`src/rtl/fetch_unit_sc.sv`:
```
// fetch_unit_sc: instruction fetch stage for the single-cycle controller.
// Owns the PC and fetches one instruction at a time over a req/ready,
// rvalid/rdata memory handshake. It holds the fetched word and splits it
// into decode fields. exec_en marks the one cycle in which downstream
// writes are allowed.
// Optional feature: define FETCH_RETIRE_CNT_EN to add the retired_cnt port
// and its 32-bit retired-instruction counter.
module fetch_unit_sc #(
    parameter logic [31:0] RESET_PC = 32'h0000_0000
) (
    input  logic        clock,
    input  logic        reset,
    input  logic        PCSrc,
    input  logic [31:0] Result,
    output logic        imem_req,
    output logic [31:0] imem_addr,
    input  logic        imem_ready,
    input  logic        imem_rvalid,
    input  logic [31:0] imem_rdata,
    output logic        exec_en,
    output logic [31:0] Instr,
    output logic [3:0]  Cond,
    output logic [1:0]  Op,
    output logic [5:0]  Funct,
    output logic [3:0]  Rn,
    output logic [3:0]  Rd,
    output logic [3:0]  Rm,
    output logic [31:0] PC,
    output logic [31:0] PCPlus8
`ifdef FETCH_RETIRE_CNT_EN
    ,
    output logic [31:0] retired_cnt
`endif
);

    typedef enum logic [1:0] {
        S_IDLE = 2'd0,
        S_REQ  = 2'd1,
        S_WAIT = 2'd2,
        S_EXEC = 2'd3
    } state_t;

    state_t      state_reg, state_next;
    logic        idle_armed_reg;
    logic [31:0] pc_reg, pc_next;
    logic [31:0] instr_reg, instr_next;

    // Branch targets are forced word-aligned, so Result[1:0] is never used.
    logic        result_lsb_unused;
    assign result_lsb_unused = ^Result[1:0];

    // State, PC and instruction registers; reset clears them asynchronously.
    // idle_armed_reg makes IDLE last one full clock period after reset
    // release: the first edge arms it and the second edge moves to REQ.
    always_ff @(posedge clock or posedge reset) begin
        if (reset) begin
            state_reg      <= S_IDLE;
            idle_armed_reg <= 1'b0;
            pc_reg         <= {RESET_PC[31:2], 2'b00};
            instr_reg      <= 32'h0000_0000;
        end else begin
            state_reg      <= state_next;
            idle_armed_reg <= 1'b1;
            pc_reg         <= pc_next;
            instr_reg      <= instr_next;
        end
    end

    // Next-state logic. The PC advances only when leaving EXEC, and Instr
    // loads only on the WAIT->EXEC transition.
    always_comb begin
        state_next = state_reg;
        pc_next    = pc_reg;
        instr_next = instr_reg;
        case (state_reg)
            S_IDLE: begin
                if (idle_armed_reg) begin
                    state_next = S_REQ;
                end
            end
            S_REQ: begin
                if (imem_ready) begin
                    state_next = S_WAIT;
                end
            end
            S_WAIT: begin
                if (imem_rvalid) begin
                    instr_next = imem_rdata;
                    state_next = S_EXEC;
                end
            end
            S_EXEC: begin
                pc_next    = PCSrc ? {Result[31:2], 2'b00} : pc_reg + 32'd4;
                state_next = S_REQ;
            end
            default: begin
                state_next = S_IDLE;
            end
        endcase
    end

    assign imem_req  = (state_reg == S_REQ);
    assign imem_addr = pc_reg;
    assign exec_en   = (state_reg == S_EXEC);

    assign Instr   = instr_reg;
    assign Cond    = instr_reg[31:28];
    assign Op      = instr_reg[27:26];
    assign Funct   = instr_reg[25:20];
    assign Rn      = instr_reg[19:16];
    assign Rd      = instr_reg[15:12];
    assign Rm      = instr_reg[3:0];
    assign PC      = pc_reg;
    assign PCPlus8 = pc_reg + 32'd8;

`ifdef FETCH_RETIRE_CNT_EN
    logic [31:0] retired_cnt_reg;

    // Count completed EXEC cycles; wraps naturally at 2^32.
    always_ff @(posedge clock or posedge reset) begin
        if (reset) begin
            retired_cnt_reg <= 32'h0000_0000;
        end else if (state_reg == S_EXEC) begin
            retired_cnt_reg <= retired_cnt_reg + 32'd1;
        end
    end

    assign retired_cnt = retired_cnt_reg;
`endif

endmodule
```
`config.mk`:
```
export PLATFORM = sky130hd
export DESIGN_NAME = fetch_unit_sc
export DESIGN_NICKNAME = d
export VERILOG_FILES = /design/src/rtl/fetch_unit_sc.sv
export SDC_FILE = /design/constraint.sdc
export NUM_CORES = 1
export LEC_CHECK = 0
export CAP_MARGIN = 20
export CELL_PAD_IN_SITES_DETAIL_PLACEMENT = 0
export CELL_PAD_IN_SITES_GLOBAL_PLACEMENT = 1
export CORE_MARGIN = 1.5
export CORE_UTILIZATION = 29
export CTS_CLUSTER_SIZE = 30
export DETAILED_ROUTE_END_ITERATION = 16
export GPL_TIMING_DRIVEN = 0
export PLACE_DENSITY = 0.82
export RECOVER_POWER = 50
export SLEW_MARGIN = 0
export SYNTH_ARGS = -nofsm -noshare
export SYNTH_HDL_FRONTEND = slang
export SYNTH_SLANG_ARGS = --single-unit
```
`constraint.sdc`:
```
create_clock -name clock -period 2.6 [get_ports clock]
set_input_delay 0.39 -clock clock [delete_from_list [all_inputs] [get_ports clock]]
set_output_delay 0.39 -clock clock [all_outputs]
set_load 0.02 [all_outputs]
```
### After elaboration in Yosys (flattened, before gate mapping)

Index checks and enable logic that the tools add are counted.

* mux-type cells: 5
* reduce and logical (&&, ||, !) cells: 3
* add/sub/neg operators: 2
* equal/unequal tests: 6

Operator list (count)
* 32-bit by 3-bit adder with 32-bit output, second input constant: 1
* 32-bit by 4-bit adder with 32-bit output, second input constant: 1
* 32-bit 2-to-1 mux: 1
* 2-bit one-hot mux with 4 select lines: 1
* 2-bit 2-to-1 mux: 3
* 2-bit == test, second input constant: 2
* 2-bit != test, second input constant: 2
* 3-bit AND reduction: 1
* 2-bit by 1-bit == test with 1-bit output, second input constant: 1
* 2-bit zero test: 1
* 2-bit by 1-bit != test with 1-bit output, second input constant: 1
* 2-bit AND reduction: 1

* flip-flop bits (word level): 67
* logic and storage cells: 20
* input port bits: 69

### Longest topological paths before layout

Gate-level depths: netlist (run 1).

* depth in word-level cells: 3
* depth in mapped cells: 7
* gate-level depth less buffers: 5

### Least setup slack after synthesis (run 1)

Ideal clock, no wire load.

* path type: register -> output
* from: reg pc_reg[4], in the netlist PC[4]
* to: out PCPlus8[31]
* path buffers: 0
* setup slack: 0.115 ns
* arrival: 2.095 ns
* stages on the path, launching flop included: 6
* required time: 2.210 ns
* cell sequence: dfrtp_1 ha_1 nand4_1 nor3_1 nand3_1 xnor2_1

* word-level cells in the longest chain between the ends: 1

Ends and longest elaborated chain
* start, declared: RTL line 45 `logic [31:0] pc_reg, pc_next;`
* start signal, assigned: RTL line 59 `pc_reg <= {RESET_PC[31:2], 2'b00};`
* start signal, assigned: RTL line 64 `pc_reg <= pc_next;`
* 32-bit by 4-bit adder with 32-bit output: RTL line 114 `assign PCPlus8 = pc_reg + 32'd8;`
* end, declared: RTL line 29 `output logic [31:0] PCPlus8`

No other way between the ends.

### Final worst setup path (run 1)

* from: reg pc_reg[14], in the netlist PC[14]
* to: out PCPlus8[24]

The elaborated chain is that of the path after synthesis.

==> out/qor.yml, run 1 <==
placement:
  dp.cells: 870
  port-buffer-count: 213
  hpwl_microns: 12100
  dpl_cell_area_sq_mm: 0.00674
  gpl.final_weighted_congestion: 0.860
drt:
  wl_per_cell_microns: 17.7
  viasPerCell: 5.10
  routed-via-count: 4725
  drtIter0Drc: 394
  routed_wirelength_microns: 16400
  ant_nets: 0
  dr.pass1.iters: 5
  drc: 0
layout:
  layout_commonest_cell: "clkdlybuf4s50_1"
  fin_area_sq_mm: 0.00752
  largest_reg_flops: 32
  num_antenna_cells: 0
  drive_gt1_share_pct: 30.2
  final_core_util_pct: 51.6
  final_cell_mix: "122 x clkdlybuf4s50_1, 111 x buf_4, 67 x dlygate4sd3_1"
  areaGrowthSynthToFinish_pct: 72.6
  fillers: 1352
  final_nets: 812
  instances_no_fill: 926
setup_path:
  crit_buf_inv: 5
  crit_path_max_incr_delay_ps: 360
  critical_path.most_common_cell: "buf_6"
  worstPathRequired_ps: 2210
  worstPathMaxFanout: 7
  r2r_setup_slack_ps: 280
  cp_cell_sequence: "buf_6 > nand4_1 > buf_6 > nor4_4 > buf_4 > buf_6 > nand4_1 > xnor2_1 > buf_4"
  worstSetupPathType: "reg -> out"
  critPathTopFamily: "buffers and inverters"
  arrival_ps: 2190
  slowest_stage: "dfrtp_1"
  startpoint_type: "register"
  critPathCaptureType: "primary output"
cts:
  clock-sinks: 65
  clk_pin_slew_ps: 60
  cts_tree: "done"
  root_buffer: "clkbuf_16"
  clk_path_buf_depth: 2
  ctsHoldBuffers: 0
  numCtsBuffers: 9
  worstSkewPairLatency_ps: 330
  htree_num_levels: 3
sta:
  fin_crit_sh_pct: 99.4
  worst_pin_slew_ps: 1430
  fmax_ghz: 0.387
  hold_viol: 0
  setup_violations: 0
  rsz0062_at_grt: "true"
  min_period_ps: 2580
  slew_violations: 0
  slew_headroom_pct: 4.70
  fin_skew_ps: 7.84
  fin_setup_tns_ps: 0
power_and_ir_drop:
  irDropWorstVdd_mv: 0.649
  power_density_mw_per_mm2: 1330
  p_leak_nw: 3.25
  power_mw: 10.0
synthesis:
  synth_cells: 468
  ys.flop_type: "dfrtp_1"
  synth-edff-count: 0
  ys_async_sr_fraction_pct: 100
  ys_types: 57
  syn-mean-instance-area_sq_um: 9.31
  synth_warnings: 0
  synth_area_sq_mm: 0.00436
  ys_seq_elements: 65
  synth_seq_area_share_pct: 37.3
floorplanning:
  dieArea_sq_mm: 0.0158
  ios: 223
  row_count: 44
  dieHeight_microns: 126
  start_util_pct: 29.9
  fp.dieW_microns: 126
  core_area_sq_mm: 0.0146
grt:
  grt_pass1_wl_microns: 24800
  globalRouteTotalUtil_pct: 19.9
  antenna_found_initial: 0
  grt_max_degree: 66
  overflow: 0
  grt_pass1_vias: 4540
outcome:
  status: "completed"
min_path:
  hold_class: "reg -> reg"
flow_run:
  maxCapViolCount: 0
## worst reg2reg max path: cells and delay by family, from the launching register on
kind                       cells  cell delay (ps)
buffers and inverters          2              320
and+or+nand+nor                2              640
DFF                            1              430
adders and majority gates      1              190
AOI/OAI and AO/OA              2              600
## Yosys cell counts, drive strengths merged (5+ instances only)
cell type | count | area [sq um]
o21ai | 15 | 75.1
a21oi | 17 | 85.1
buf | 73 | 517
ha | 6 | 75.1
a22oi | 5 | 37.5
nor2 | 23 | 86.3
xor2 | 8 | 70.1
nand4 | 15 | 115
xnor2 | 19 | 166
dfrtp | 65 | 1630
nor4 | 8 | 83.8
nand3 | 20 | 105
mux2 | 32 | 360
nand2 | 29 | 109
and3 | 8 | 50.1
o311ai | 9 | 78.8
a22o | 6 | 52.6
and4 | 6 | 52.6
inv | 16 | 60.1
or4 | 5 | 37.5
o22ai | 6 | 37.5
a311oi | 5 | 43.8
nor3 | 15 | 75.1
clkbuf | 20 | 75.1
## cell families (layout without fill, tap and decap cells)
| group | count (synthesis) | in the layout | share of synthesized area [%] |
|---|---|---|---|
| mux | 33 | 33 | 8.50 |
| xor+xnor | 27 | 27 | 5.42 |
| simple gates | 141 | 141 | 18.1 |
| fa+ha+maj | 6 | 6 | 1.72 |
| other cells | 2 | 7 | 0.172 |
| flops | 65 | 65 | 37.3 |
| compound gates | 85 | 85 | 13.8 |
| buf+inv | 109 | 378 | 15.0 |
## metrics by stage
stage | setup WS (ps) | hold WS [ps]
2_1_floorplan | 115 | 525
3_3_place_gp | -836 | 490
3_5_place_dp | -903 | 504
4_1_cts | 3.80 | 494
5_1_grt | -61.6 | 529
6_report | 15.6 | 509
## metal layers
| metal | up-vias | GRT usage [%] | share of wire (%) |
|---|---|---|---|
| met2 | 307 | 34.9 | 49 |
| met4 | 0 | 5.35 | 2.2 |
| met1 | 2229 | 24.2 | 39 |
| li1 | 2155 | - | - |
| met5 | - | 0 | 0 |
| met3 | 34 | 5.26 | 10 |
## repair_timing
item                                    CTS  global route
pin swaps                                 6             6
gates resized for setup                 101            33
setup buffers                            22            22
endpoints found under the setup margin   24            23
## final cells by class
cell class | instances | area (sq um) | area share, %
flip-flops and latches | 65 | 1640 | 21.8
well taps | 184 | 230 | 3.06
multi-input cells | 299 | 2260 | 30.0
inverters | 16 | 60.1 | 0.798
clock buffers | 9 | 225 | 2.99
clock inverters | 7 | 71.3 | 0.948
plain buffers | 89 | 612 | 8.13
repair buffers | 257 | 2420 | 32.2
## power breakdown
group	switching [mW]	total, mW	leakage (nW)	internal [mW]
Clock	0.468	1.21	0.149	0.742
Combinational	3.35	6.62	2.35	3.27
Sequential	0.670	2.19	0.752	1.52
Total	4.49	10.0	3.25	5.54
## worst paths after layout
check	cells after the start	start	to
hold reg to reg	1	Instr[9]$_DFFE_PP0P_	Instr[9]$_DFFE_PP0P_
max in group asynchronous	2	reset	PC[18]$_DFFE_PP0P_
hold / removal	1	Instr[9]$_DFFE_PP0P_	Instr[9]$_DFFE_PP0P_
min in group asynchronous	2	reset	idle_armed_reg$_DFF_PP0_
setup / recovery	9	PC[14]$_DFFE_PP0P_	PCPlus8[24]
setup reg to reg	7	PC[4]$_DFFE_PP0P_	PC[19]$_DFFE_PP0P_
Note: power is estimated with default switching activity, not from simulation.
==> run 2, diff against run 1 <==
--- a/config.mk
+++ b/config.mk
@@ -15,7 +15,7 @@
 export GPL_TIMING_DRIVEN = 0
 export PLACE_DENSITY = 0.82
 export RECOVER_POWER = 50
-export SLEW_MARGIN = 0
+export SLEW_MARGIN = 20
 export SYNTH_ARGS = -nofsm -noshare
 export SYNTH_HDL_FRONTEND = slang
 export SYNTH_SLANG_ARGS = --single-unit
==> out/qor.yml, run 2 (same netlist as run 1, synthesis figures left out) <==
floorplanning:
  start_util_pct: 29.9
  dieHeight_microns: 126
  core_area_sq_mm: 0.0146
  fp.dieW_microns: 126
  row_count: 44
  ios: 223
  dieArea_sq_mm: 0.0158
placement:
  gpl.final_weighted_congestion: 0.860
  hpwl_microns: 12200
  port-buffer-count: 213
drt:
  routed-via-count: 4676
  wl_per_cell_microns: 17.7
  ant_nets: 0
  drtIter0Drc: 351
  dr.pass1.iters: 5
  drc: 0
  viasPerCell: 5.06
  routed_wirelength_microns: 16400
cts:
  root_buffer: "clkbuf_16"
  worstSkewPairLatency_ps: 340
  cts_tree: "done"
  htree_num_levels: 3
  clock-sinks: 65
  clk_path_buf_depth: 2
  numCtsBuffers: 9
  clk_pin_slew_ps: 60
layout:
  final_cell_mix: "119 x clkdlybuf4s50_1, 108 x buf_4, 70 x dlygate4sd3_1"
  areaGrowthSynthToFinish_pct: 72.2
  final_nets: 810
  num_antenna_cells: 0
  drive_gt1_share_pct: 30.1
  layout_commonest_cell: "clkdlybuf4s50_1"
  largest_reg_flops: 32
setup_path:
  worstSetupPathType: "reg -> out"
  arrival_ps: 2160
  worstReg2RegStart: "PC[3]$_DFFE_PP0P_"
  startpoint_type: "register"
  reg2reg_depth: 7
  worstPathRequired_ps: 2210
  critPathCaptureType: "primary output"
  worstPathMaxFanout: 9
  r2r-end: "PC[19]$_DFFE_PP0P_"
  r2r_setup_slack_ps: 280
grt:
  grt_pass1_vias: 4590
  overflow: 0
  grt_pass1_wl_microns: 25200
  grt_max_degree: 34
  globalRouteTotalUtil_pct: 20.2
  antenna_found_initial: 0
sta:
  worst_pin_slew_ps: 1480
  slew_headroom_pct: 0.750
  slew_violations: 0
  min_period_ps: 2550
  fin_skew_ps: 5.06
  worst_hold_slack_ps: 498
  fin_crit_sh_pct: 98.2
  fmax_ghz: 0.392
  hold_viol: 0
  setup_violations: 0
  fin_setup_tns_ps: 0
outcome:
  status: "complete, but fails checks"
  failed_checks: "max-capacitance violations"
power_and_ir_drop:
  p_leak_nw: 3.23
  power_density_mw_per_mm2: 1330
  irDropWorstVdd_mv: 0.717
min_path:
  holdPathStages: 1
  worstHoldEndpoint: "Instr[8]$_DFFE_PP0P_"
  hold_class: "reg -> reg"
  holdCritStartpoint: "Instr[8]$_DFFE_PP0P_"
flow_run:
  maxCapViolCount: 1
## run 2: cell type report
class                      count  area (sq um)
timing repair buffer         255          2390
sequential                    65          1640
multi-input combinational    299          2250
buffer                        89           608
clock buffer                   9           225
fill                        1320          7080
tap                          184           230
inverter                      16          61.3
clock inverter                 7          95.1
## run 2: repair_timing
action / in CTS / in global routing
pin swaps: 6 / 7
buffers inserted: 21 / 20
resized for setup: 98 / 36
setup endpoints to repair: 24 / 25
hold buffers: 0 / 0
## run 2: critical path: stages (launching register included)
cell	delay, ps
dfrtp_1	360
buf_6	150
nand2_1	90
or4_4	520
buf_6	160
nor3_4	180
xor2_1	180
buf_4	170
## run 2: where the power goes
group / internal [mW] / leakage [nW] / total (mW) / switching, mW
Combinational: 3.20 / 2.32 / 6.52 / 3.33
Clock: 0.839 / 0.155 / 1.31 / 0.476
Sequential: 1.53 / 0.752 / 2.18 / 0.654
## run 2: worst max path at each step
stage                                  start     endpoint  slack, ps  depth (start not counted)
after floorplan            PC[4]$_DFFE_PP0P_  PCPlus8[31]        120                          5
after global placement     PC[4]$_DFFE_PP0P_  PCPlus8[19]       -840                          6
after detailed placement   PC[4]$_DFFE_PP0P_  PCPlus8[19]       -870                          6
after CTS                  PC[6]$_DFFE_PP0P_  PCPlus8[28]          1                          8
after global routing      PC[16]$_DFFE_PP0P_  PCPlus8[25]         -3                          7
final                     PC[14]$_DFFE_PP0P_  PCPlus8[25]         50                          7
## run 2: stage by stage
stage / cell area, sq um / power, mW / std cells / setup slack (ps) / utilization (%)
4_1_cts: 7340 / 10.1 / 905 / 1.39 / 50.3
3_3_place_gp: 6740 / 8.54 / 870 / -836 / 46.2
5_1_grt: 7510 / 10.6 / 924 / -3.40 / 51.5
6_report: 7510 / 10.0 / 924 / 48.0 / 51.5
3_5_place_dp: 6760 / 8.63 / 871 / -873 / 46.4
2_1_floorplan: 4380 / 5.63 / 473 / 115 / -
## run 2: metal layers
metal,up-vias,GRT usage (%),part of all wire (%)
met3,30,4.24,8.9
met4,0,7.29,1.9
met5,-,0,0
met1,2192,25.2,41
li1,2163,-,-
met2,291,34.3,48
